File: src/rtl/seg7_pkg.sv
// seg7_pkg: segment patterns, FSM encoding, BCD sizing and the double-dabble step
package seg7_pkg;
  localparam int BIN_W = 16;
  localparam int BCD_DIGITS = 5;
  localparam int BCD_W = 4 * BCD_DIGITS;
  localparam int SR_W = BCD_W + BIN_W;
  localparam logic [6:0] SEG_0 = 7'b1000000;
  localparam logic [6:0] SEG_1 = 7'b1111001;
  localparam logic [6:0] SEG_2 = 7'b0100100;
  localparam logic [6:0] SEG_3 = 7'b0110000;
  localparam logic [6:0] SEG_4 = 7'b0011001;
  localparam logic [6:0] SEG_5 = 7'b0010010;
  localparam logic [6:0] SEG_6 = 7'b0000010;
  localparam logic [6:0] SEG_7 = 7'b1111000;
  localparam logic [6:0] SEG_8 = 7'b0000000;
  localparam logic [6:0] SEG_9 = 7'b0010000;
  localparam logic [6:0] SEG_DASH = 7'b0111111;
  localparam logic [6:0] SEG_BLANK = 7'b1111111;
  typedef enum logic [1:0] {IDLE, SHIFT, COMMIT} state_t;
  function automatic logic [SR_W-1:0] dabble_step(input logic [SR_W-1:0] s);
    logic [SR_W-1:0] r;
    r = s;
    for (int k = 0; k < BCD_DIGITS; k++)
      if (r[BIN_W+4*k +: 4] >= 4'd5) r[BIN_W+4*k +: 4] = r[BIN_W+4*k +: 4] + 4'd3;
    return {r[SR_W-2:0], 1'b0};
  endfunction
  function automatic logic [6:0] seg_of(input logic [3:0] d);
    case (d)
      4'd0: seg_of = SEG_0;
      4'd1: seg_of = SEG_1;
      4'd2: seg_of = SEG_2;
      4'd3: seg_of = SEG_3;
      4'd4: seg_of = SEG_4;
      4'd5: seg_of = SEG_5;
      4'd6: seg_of = SEG_6;
      4'd7: seg_of = SEG_7;
      4'd8: seg_of = SEG_8;
      4'd9: seg_of = SEG_9;
      default: seg_of = SEG_BLANK;
    endcase
  endfunction
endpackage

File: src/rtl/seg7_sum_display_bin2bcd_seq.sv
// bin2bcd_seq: sequential 16-iteration double-dabble with a one-deep latest-wins pending slot
module bin2bcd_seq
  import seg7_pkg::*;
(
  input  logic             clock,
  input  logic             reset,
  input  logic [BIN_W-1:0] value,
  input  logic             value_valid,
  output logic [BCD_W-1:0] bcd,
  output logic             commit,
  output logic             busy,
  output logic             done
);
  state_t state, state_nx;
  logic [SR_W-1:0] sr;
  logic [3:0] iter;
  logic pend_v;
  logic [BIN_W-1:0] pend;
  logic load;
  logic [BIN_W-1:0] load_value;
  assign busy = state != IDLE;
  assign commit = state == COMMIT;
  assign bcd = sr[SR_W-1:BIN_W];
  assign load = (state == IDLE && value_valid) || (commit && (pend_v || value_valid));
  // a strobe coinciding with COMMIT is newer than anything pending
  assign load_value = value_valid ? value : pend;
  always_comb begin
    state_nx = state;
    case (state)
      IDLE:    state_nx = value_valid ? SHIFT : IDLE;
      SHIFT:   state_nx = iter == 4'd15 ? COMMIT : SHIFT;
      COMMIT:  state_nx = (pend_v || value_valid) ? SHIFT : IDLE;
      default: state_nx = IDLE;
    endcase
  end
  always_ff @(posedge clock) begin
    if (reset) begin
      state <= IDLE;
      sr <= '0;
      iter <= '0;
      pend_v <= 1'b0;
      pend <= '0;
      done <= 1'b0;
    end else begin
      state <= state_nx;
      done <= commit;
      if (load) begin
        sr <= {{BCD_W{1'b0}}, load_value};
        iter <= '0;
      end else if (state == SHIFT) begin
        sr <= dabble_step(sr);
        iter <= iter + 4'd1;
      end
      if (commit) pend_v <= 1'b0;
      else if (busy && value_valid) begin
        pend_v <= 1'b1;
        pend <= value;
      end
    end
  end
endmodule

File: src/rtl/seg7_sum_display.sv
// seg7_sum_display: converts each new sum to decimal and scans it onto a 4-digit common-anode display
module seg7_sum_display
  import seg7_pkg::*;
#(
  parameter int REFRESH_DIV = 100000,
  parameter bit BLANK_LZ = 1'b1
) (
  input  logic        clock,
  input  logic        reset,
  input  logic [15:0] value,
  input  logic        value_valid,
  output logic        busy,
  output logic        done,
  output logic        overflow,
  output logic [3:0]  an,
  output logic [6:0]  seg,
  output logic        dp
);
  localparam int CW = $clog2(REFRESH_DIV);
  logic [BCD_W-1:0] bcd;
  logic commit;
  logic [15:0] digits;
  logic [CW-1:0] cnt;
  logic [1:0] idx;
  logic wrap;
  logic blank;
  logic [6:0] seg_nx;
  bin2bcd_seq u_conv (
    .clock(clock),
    .reset(reset),
    .value(value),
    .value_valid(value_valid),
    .bcd(bcd),
    .commit(commit),
    .busy(busy),
    .done(done)
  );
  assign dp = 1'b1;
  assign wrap = cnt == CW'(REFRESH_DIV - 1);
  // shifting out the lower digits leaves only digits idx..3 to test for zero
  assign blank = BLANK_LZ && idx != 2'd0 && (digits >> {idx, 2'b00}) == 16'd0;
  assign seg_nx = overflow ? SEG_DASH : blank ? SEG_BLANK : seg_of(digits[{idx, 2'b00} +: 4]);
  always_ff @(posedge clock) begin
    if (reset) begin
      digits <= '0;
      overflow <= 1'b0;
      cnt <= '0;
      idx <= '0;
      an <= 4'b1111;
      seg <= SEG_BLANK;
    end else begin
      cnt <= wrap ? '0 : cnt + 1'b1;
      if (wrap) idx <= idx + 2'd1;
      an <= ~(4'b0001 << idx);
      seg <= seg_nx;
      if (commit) begin
        digits <= bcd[15:0];
        overflow <= |bcd[19:16];
      end
    end
  end
endmodule

File: config.mk
export PLATFORM = sky130hd
export DESIGN_NAME = seg7_sum_display
export DESIGN_NICKNAME = d
export VERILOG_FILES = /design/src/rtl/seg7_pkg.sv /design/src/rtl/seg7_sum_display_bin2bcd_seq.sv /design/src/rtl/seg7_sum_display.sv
export SDC_FILE = /design/constraint.sdc
export NUM_CORES = 1
export LEC_CHECK = 0
export CAP_MARGIN = 5
export CORE_MARGIN = 2
export CORE_UTILIZATION = 50
export CTS_BUF_LIST = sky130_fd_sc_hd__clkbuf_8
export CTS_CLUSTER_DIAMETER = 80
export CTS_CLUSTER_SIZE = 14
export DETAILED_ROUTE_END_ITERATION = 10
export HOLD_SLACK_MARGIN = 0.02
export PLACE_DENSITY_LB_ADDON = 0.2
export SLEW_MARGIN = 20
export SYNTH_ARGS = -nofsm -noshare
export SYNTH_HDL_FRONTEND = slang
export SYNTH_SLANG_ARGS = --single-unit
File: constraint.sdc
create_clock -name clock -period 4 [get_ports clock]
set_input_delay 0.6 -clock clock [delete_from_list [all_inputs] [get_ports clock]]
set_output_delay 0.6 -clock clock [all_outputs]
set_load 0.01 [all_outputs]
# Yosys cells after proc, flatten, opt, wreduce, memory -nomap -nowiden

Memories as Yosys holds them, arrays and structs flattened.
Cells that the tools add are included.

Register bits: 107
Memory bits (read-only): 112
Bits of input ports: 19
Output and inout bits: 15
Logic and storage cells: 68
Memories: 1

$add $sub $neg: 8
$lt $le $gt $ge: 5
Equal/unequal tests: 4
Shift-type cells: 3
Multiplexer cells: 14
Bitwise gates (word level): 2
Reductions and logical operators: 17

Memories:

| name            | words | width | rd ports | clocked after memory_dff | wr ports | line           | RTL |
|---|---|---|---|---|---|---|---|
| (no name shown) | 16    | 7     | 1        | 0                        | 0        | seg7_pkg.sv:28 | `case (d)` |

Operator list:

| cell                                                               | number |
|---|---|
| two-way mux 16 bit                                                 | 3 |
| greater-or-equal comparator 4 x 3 -> 1 bit (second input constant) | 5 |
| adder 17 x 1 -> 17 bit (second input constant)                     | 1 |
| == test 17 bit (second input constant)                             | 1 |
| adder 4 x 2 -> 4 bit (second input constant)                       | 4 |
| zero test 16 bit                                                   | 1 |
| two-way mux 4 bit                                                  | 4 |
| variable part select 16 x 5 -> 4 bit                               | 1 |
| right shift 16 x 4 -> 16 bit                                       | 1 |
| two-way mux 7 bit                                                  | 2 |
| one-hot mux 2 bit (3 select lines)                                 | 1 |
| nonzero test 2 bit                                                 | 3 |
| OR reduction 2 bit                                                 | 3 |
| adder 4 x 1 -> 4 bit (second input constant)                       | 1 |
| == test 4 bit (second input constant)                              | 1 |
| logical AND 1 bit                                                  | 4 |
| inverter 4 bit                                                     | 1 |
| OR reduction 4 bit                                                 | 1 |
| << shifter 1 x 2 -> 4 bit (first input constant)                   | 1 |
| adder 3 x 2 -> 3 bit (second input constant)                       | 1 |
| two-way mux 3 bit                                                  | 1 |
| OR reduction 3 bit                                                 | 1 |
| adder 2 x 1 -> 2 bit (second input constant)                       | 1 |
| == test 2 x 1 -> 1 bit (second input constant)                     | 1 |
| 7 further kinds                                                    | 9 |

# Logic depth before layout (Yosys ltp)

Gate-level depths: netlist of the first run.

Depth in word-level cells: 5
Mapped depth: 8
Gate-level depth less buffers: 7

# Modules after synthesis

From an unflattened synthesis of the first run, not the netlist that was laid out.

Cell total of the unflattened synthesis: 560
Area, all modules: 5,142.4 µm²

Modules (own cells, without submodules):

| module           | instances | cells each | area an instance (µm²) | seq. area each (µm²) |
|---|---|---|---|---|
| bin2bcd_seq      | 1         | 337        | 2,959.1                | 1,201.2 |
| seg7_sum_display | 1         | 223        | 2,183.3                | 940.9 |

# Worst setup path before layout of the first run

No wires, ideal clock.

Path kind: reg-to-reg
Start: reg idx[0]
End: reg seg[0]
Data arrival time: 2,052 ps
Data required time: 3,943 ps
Path slack: 1,891 ps
Cell stages (with the launch flop): 9
Path through: dfxtp_1 > buf_6 > mux4_1 > inv_1 > ha_1 > nor4b_1 > o21ai_0 > o21ai_2 > or3_1

Cells in the longest elaborated chain, start to end: 4

RTL lines:

| what                                                                        | line                   | RTL |
|---|---|---|
| start: declaration                                                          | seg7_sum_display.sv:24 | `logic [1:0] idx;` |
| start signal: assignment                                                    | seg7_sum_display.sv:53 | `if (wrap) idx <= idx + 2'd1;` |
| parallel branches: the longest is 4 deep, another holds memory (16 x 7 bit) | -                      |  |
| end signal: assignment                                                      | seg7_sum_display.sv:55 | `seg <= seg_nx;` |
| end: declaration                                                            | seg7_sum_display.sv:16 | `output logic [6:0] seg,` |

Parallel ways; which one is timed is not known.
A chain may end at the register's enable or synchronous reset.

# Final worst setup path of the first run

Start: in value_valid
End: reg u_conv.iter[3]

Cells in the longest elaborated chain, start to end: 4

RTL lines:

| what                           | line                               | RTL |
|---|---|---|
| start: declaration             | seg7_sum_display.sv:11             | `input logic value_valid,` |
| logical OR 1 bit               | seg7_sum_display_bin2bcd_seq.sv:24 | `assign load = (state == IDLE && value_valid) \|\| (commit && (pend_v \|\| value_valid));` |
| logical AND 1 bit              | seg7_sum_display_bin2bcd_seq.sv:24 |  |
| logical OR 1 bit *             | seg7_sum_display_bin2bcd_seq.sv:24 |  |
| OR reduction 2 bit (no line) * | -                                  |  |
| end signal: assignment         | seg7_sum_display_bin2bcd_seq.sv:52 | `iter <= iter + 4'd1;` |
| end: declaration               | seg7_sum_display_bin2bcd_seq.sv:16 | `logic [3:0] iter;` |

Every way passes the cells marked *; elsewhere a longest branch is shown, timed or not.

==> metrics.cfg, run 1 <==
[timing]
min_period_ns = 2.61
hold_ws_ns = 0.459
maxSlewViolCount = 0
finalSetupViolations = 0
grt_setup_unrepaired = false
slew_headroom = 0.323
max_slew.worst_pin.slew_ns = 1.01
timing.final.crit_share = 0.651
skew_ns = 0.0125
hold_viol = 0
fmax_mhz = 384
final.setup.tns_ns = 0

[logic_synthesis]
post_synth_num_cell_types = 42
ys_top_cells_by_count = dfxtp_1, nor2_1, nand2_1, a21oi_1, ha_1
synthFlopType = dfxtp_1
async_flop_share = 0
ys_seq_area_frac = 0.448
synth_adder_area_share = 0.0576
yosysMostFrequentCell = dfxtp_1
synth-compound-area-share = 0.143
synth_mux_area_frac = 0.0594
yosysWarnings = 0
synth_top_family_by_area = simple AND/OR/NAND/NOR gates
ys_ff_latch = 107
synthesis.area_um2 = 4780
avgSynthCellArea_um2 = 8.81
synth_area_leader_cell = dfxtp_1
synthSimpleGateAreaFrac = 0.194
synth_top_area_share = 0.448
synth_xor_area_frac = 0.0531
syn_nets = 584
postSynthCellCount = 543
ys_top_cells_by_area = dfxtp_1, nor2_1, ha_1
synth_edf_count = 0

[floorplanning]
rows = 35
die_area_um2 = 10400
core_um2 = 9240
die_h_um = 102
die_w_um = 102
start_util = 0.518
top_level_ports = 34

[worst_setup_path]
crit_path_end = u_conv.iter[3]
cp-startpoint = value_valid
rr_worst_depth = 7
rrSetupSlack_ns = 1.45
cp-end-kind = register
required_ns = 4.20
arrival_ns = 2.80
crit_fanout = 24
worstSetupStartpointType = input pin
r2r_end = seg[0]
crit_type = in -> reg
worstReg2RegStart = idx[0]

[power_and_ir_drop]
powerDensity_nw_per_um2 = 361
vdd_ir_drop_max_v = 0.000198
p_leak_nw = 2.04
totalPowerFinal_mw = 1.94

[layout]
area_growth_pct = 12.4
antenna-diode-count = 0
post-route-util = 0.582
finalNonFillerCells = 694
drive_gt1_frac = 0.0513
fillers = 840
final_nets = 602

[drt]
ant_nets = 0
drt-initial-drc-count = 140
drc_errors = 0
vias = 3634
wl_um = 8560
vias_per_cell = 5.24
wire_per_inst_um = 12.3
first_pass_iters = 4

[grt]
overflow = 0
grt_pass1_vias = 3296
grt_usage = 0.172
antenna_found_initial = 0
grt_pass1_wl_um = 14700
grt_max_degree = 35

[clock_tree]
cts_buffers = 9
clkSinkCount = 107
clock_path_buffers = 2
cts-root-buf = clkbuf_8
cts_resized = 0
clock_latency_ns = 0.35
tritoncts = built
cts_setup_buffers = 0
clk_pin_slew_worst_paths_ns = 0.10
cts_hold_buf = 0
htree_levels = 3

[hold_path]
hold_path_class = reg -> reg
holdCritStartpoint = u_conv.pend[0]

[placed_design]
gp_congestion = 0.816
placed_cells = 679
portBuffers = 32
post-dp-hpwl_um = 5990

[outcome]
status = complete, no violations

[job]
max-cap-violations = 0

## worst max-delay path, stage by stage
cell and delay, ns:
clkdlybuf4s50_1 0.45, buf_4 0.30, a21o_1 0.14, nand2_1 0.36
nand2b_1 0.83, nor2_1 0.11
## stage by stage
stage                     setup WS (ns)  area, um^2
after floorplan                    1.89        4780
after global placement             1.08        5160
after detailed placement           1.00        5160
after CTS                          1.40        5370
after global routing               1.16        5370
final                              1.39        5370
## final cells by class
type / count / area, um^2 / area share
Sequential cell: 107 / 2140 / 0.399
Timing Repair Buffer: 37 / 358 / 0.0666
Tap cell: 129 / 161 / 0.0300
Clock buffer: 9 / 124 / 0.0231
Clock inverter: 6 / 90.1 / 0.0168
Multi-Input combinational cell: 388 / 2430 / 0.452
Inverter: 18 / 67.6 / 0.0126
## where the power goes
group	total (mW)	switching [mW]	internal, mW
combinational	0.142	0.0814	0.0602
clock	0.697	0.345	0.352
sequential	1.10	0.0139	1.09
## logic make-up after synthesis
group           Yosys count
flops                   107
xor+xnor                 29
other cells               1
mux                      23
buf+inv                  48
simple gates            206
fa+ha+maj                22
compound gates          107
## state kept, by name (all words and copies together), names as in the netlist, 2 cells and up
signal        flops
cnt              17
u_conv.pend      16
u_conv.state      2
u_conv.sr        36
seg               7
an                4
digits           16
u_conv.iter       4
idx               2
## worst min-delay path by stage
| stage | end | slack, ns | cells after the start |
|---|---|---|---|
| 2_1_floorplan | cnt[0] | 0.43 | 1 |
| 3_3_place_gp | u_conv.pend[0] | 0.44 | 2 |
| 3_5_place_dp | u_conv.pend[0] | 0.45 | 2 |
| 4_1_cts | u_conv.pend[0] | 0.46 | 2 |
| 5_1_grt | u_conv.pend[13] | 0.49 | 2 |
| 6_report | u_conv.pend[0] | 0.46 | 2 |
## routing by layer
layer  part of all wire  vias up  wire, um  global-route usage
met2               0.49       61      4160               0.300
li1                   -     1892         -                   -
met4             0.0082        0        70              0.0468
met1               0.47     1675      4060               0.213
met3              0.032        6       277              0.0380
met5                  0        -         0                   0
## layout by cell type, fill, tap and decap left out, drive strengths merged, types with 5 or more instances in the layout
cell / n
xor2: 19
a21oi: 51
nand3: 14
and2: 5
inv: 20
o21ai: 17
clkdlybuf4s50: 32
buf: 5
nand2b: 12
nand4: 6
nand2: 62
mux2i: 19
xnor2: 10
a22o: 17
a221oi: 15
dfxtp: 107
nor3: 8
ha: 22
clkbuf: 9
nor2: 79
Power figures use the tool's default switching activity.
==> run 2: changes to the inputs <==
==> constraint.sdc (replaced) <==
create_clock -name clock -period 2.3 [get_ports clock]
set_input_delay 0.345 -clock clock [delete_from_list [all_inputs] [get_ports clock]]
set_output_delay 0.345 -clock clock [all_outputs]
set_load 0.01 [all_outputs]
==> run 2 against run 1 <==
Effect of this change: non-clock buffer count rose by 7; highest routed layer unchanged; first-iteration DRC count rose by 15%; critical endpoint is now seg[3]; critical path type is now reg -> reg; count of clock-buffer cells in the layout unchanged; sequential share of layout area decreased by 0.17 points; via count is 2.2% higher; critical path depth up 1; clock power up 54%.
==> metrics.cfg, run 2 (synthesized netlist as in run 1, its figures left out) <==
[worst_setup_path]
crit_fanout = 6  ; -75%
crit_type = reg -> reg
arrival_ns = 2.42  ; -0.38 ns
worstSetupStartpointType = register
crit_family = multiplexers
required_ns = 2.62  ; -1.58 ns
slowest_delay_ns = 0.58  ; -0.25 ns
slowest_stage = mux4_2
rrSetupSlack_ns = 0.20  ; -1.25 ns
crit_chain = mux4_2 > inv_1 > ha_1 > nor4b_1 > o21ai_1 > o21ai_2 > or3_1
cp-end-kind = register
critPathBufInv = 1  ; -1

[grt]
grt_max_degree = 36  ; +2.9%
grt_pass1_vias = 3361  ; +2.0%
antenna_found_initial = 0  ; unchanged
grt_usage = 0.185  ; +0.0135
grt_pass1_wl_um = 15600  ; +6.0%
overflow = 0  ; unchanged

[drt]
first_pass_iters = 4  ; unchanged
vias = 3715  ; +2.2%
wl_um = 9060  ; +5.8%
drc_errors = 0  ; unchanged
drt-initial-drc-count = 161  ; +15%
vias_per_cell = 5.29  ; +1.1%
ant_nets = 0  ; unchanged
wire_per_inst_um = 12.9  ; +4.6%

[clock_tree]
clock_latency_ns = 0.37  ; +0.02 ns
cts_hold_buf = 0  ; unchanged
clk_pin_slew_worst_paths_ns = 0.11  ; about the same
clock_path_buffers = 2  ; unchanged
tritoncts = built
cts_buffers = 9  ; unchanged
htree_levels = 3  ; unchanged
cts-root-buf = clkbuf_8
clkSinkCount = 107  ; unchanged

[timing]
min_period_ns = 2.10
finalSetupViolations = 0  ; unchanged
hold_viol = 0  ; unchanged
fmax_mhz = 477
maxSlewViolCount = 0  ; unchanged
skew_ns = 0.00841  ; -0.00406 ns
timing.final.crit_share = 0.912
setup_slack_ns = 0.203  ; -1.19 ns
final.setup.tns_ns = 0  ; unchanged
hold_ws_ns = 0.460  ; +0.000819 ns
slew_headroom = 0.534  ; +0.211
max_slew.worst_pin.slew_ns = 0.700  ; -0.311 ns

[power_and_ir_drop]
p_int_mw = 2.41  ; +61%
power_switching_mw = 0.832  ; +89%
p_leak_nw = 2.05  ; +0.16%
seq_power_share = 0.591  ; +0.023
vdd_ir_drop_max_v = 0.000321  ; +62%
power_frac_comb = 0.079  ; +0.006
switching_share = 0.257  ; +0.0295
totalPowerFinal_mw = 3.25  ; +67%
powerDensity_nw_per_um2 = 601  ; +66%
p_clk_frac = 0.330  ; -0.029

[layout]
fillers = 823  ; -2.0%
regMostFlops = u_conv.sr
post-route-util = 0.584  ; +0.00244
final_nets = 609  ; +1.2%
finalNonFillerCells = 702  ; +1.2%
finalInstanceArea_um2 = 5400  ; +0.42%
final_common_cell = dfxtp_1
final_cell_mix = dfxtp_1, nor2_1, nand2_1
drive_gt1_frac = 0.0698  ; +0.0185
antenna-diode-count = 0  ; unchanged
largest_register_ffs = 36  ; unchanged
area_growth_pct = 12.8
top_regs = u_conv.sr (36), cnt (17)

[placed_design]
place_ws_ns = 0.0769  ; -0.923 ns
placed_cells = 685  ; +0.88%
gp_congestion = 0.806  ; -1.3%
post-dp-hpwl_um = 6060  ; +1.1%
post_dp_cell_area_um2 = 5200  ; +0.87%
portBuffers = 32  ; unchanged

[outcome]
status = complete, no violations

[floorplanning]
top_level_ports = 34  ; unchanged
die_h_um = 102  ; unchanged
start_util = 0.518  ; unchanged
die_area_um2 = 10400  ; unchanged
rows = 35  ; unchanged
die_w_um = 102  ; unchanged
core_um2 = 9240  ; unchanged

[job]
max-cap-violations = 0  ; unchanged

[hold_path]
hold_path_class = reg -> reg

run 2: changes by cell type in the layout (fill, tap and decap cells not counted), sizes merged:
cell      before  now
inv           20   21
clkinvlp       0    3
clkinv         2    1
bufinv         2    0
buf            5   12
run 2: worst register-to-register path, delay by kind of cell (launching register included):
kind | cells | cell delay, ns
muxes | 1 | 0.58
DFF | 1 | 0.43
and+or+nand+nor | 2 | 0.37
AOI/OAI and AO/OA | 2 | 0.37
adders and majority gates | 1 | 0.18
buffers and inverters | 1 | 0.14
run 2: what timing repair did:
| action | 4_1_cts | 5_1_grt |
|---|---|---|
| endpoints found under the setup margin | 0 | 7 |
| buffers inserted | 0 | 1 |
| resized for setup | 0 | 2 |
| hold endpoints to repair | 0 | 0 |
run 2: worst paths after layout:
kind | startpoint | endpoint | cells past startpoint
setup / recovery | idx[0] | seg[3] | 7
hold / removal | u_conv.pend[12] | u_conv.pend[12] | 2
hold reg to reg | u_conv.pend[12] | u_conv.pend[12] | 2
setup reg to reg | idx[0] | seg[3] | 7
run 2: final cells by class:
cell class | instances | area [um^2] | area share
Clock buffer | 9 | 124 | 0.0230
Timing Repair Buffer | 44 | 410 | 0.0760
Sequential cell | 107 | 2140 | 0.397
Multi-Input combinational cell | 388 | 2430 | 0.450
Tap cell | 129 | 161 | 0.0299
Clock inverter | 7 | 60.1 | 0.0111
Inverter | 18 | 67.6 | 0.0125
run 2: power by group through the flow:
stage               Sequential [mW]  Clock (mW)  Combinational (mW)
floorplan                      1.96           0               0.164
global placement               1.96           0               0.252
detailed placement             1.96           0               0.257
CTS                            1.92        1.12               0.257
global route                   1.92        1.17               0.288
finish                         1.92        1.07               0.256
run 2: layer usage:
| metal | wire (um) | global-route usage |
|---|---|---|
| met1 | 4370 | 0.237 |
| met2 | 4260 | 0.309 |
| met3 | 265 | 0.0359 |
| met4 | 167 | 0.0728 |
| met5 | 0 | 0 |
==> run 3: changes to the inputs <==
--- a/config.mk
+++ b/config.mk
@@ -14,6 +14,7 @@
 export DETAILED_ROUTE_END_ITERATION = 10
 export HOLD_SLACK_MARGIN = 0.02
 export PLACE_DENSITY_LB_ADDON = 0.2
+export SKIP_LAST_GASP = 1
 export SLEW_MARGIN = 20
 export SYNTH_ARGS = -nofsm -noshare
 export SYNTH_HDL_FRONTEND = slang
==> results of run 3 <==
No change in the layout: final DEF, timing and power equal those of run 2.
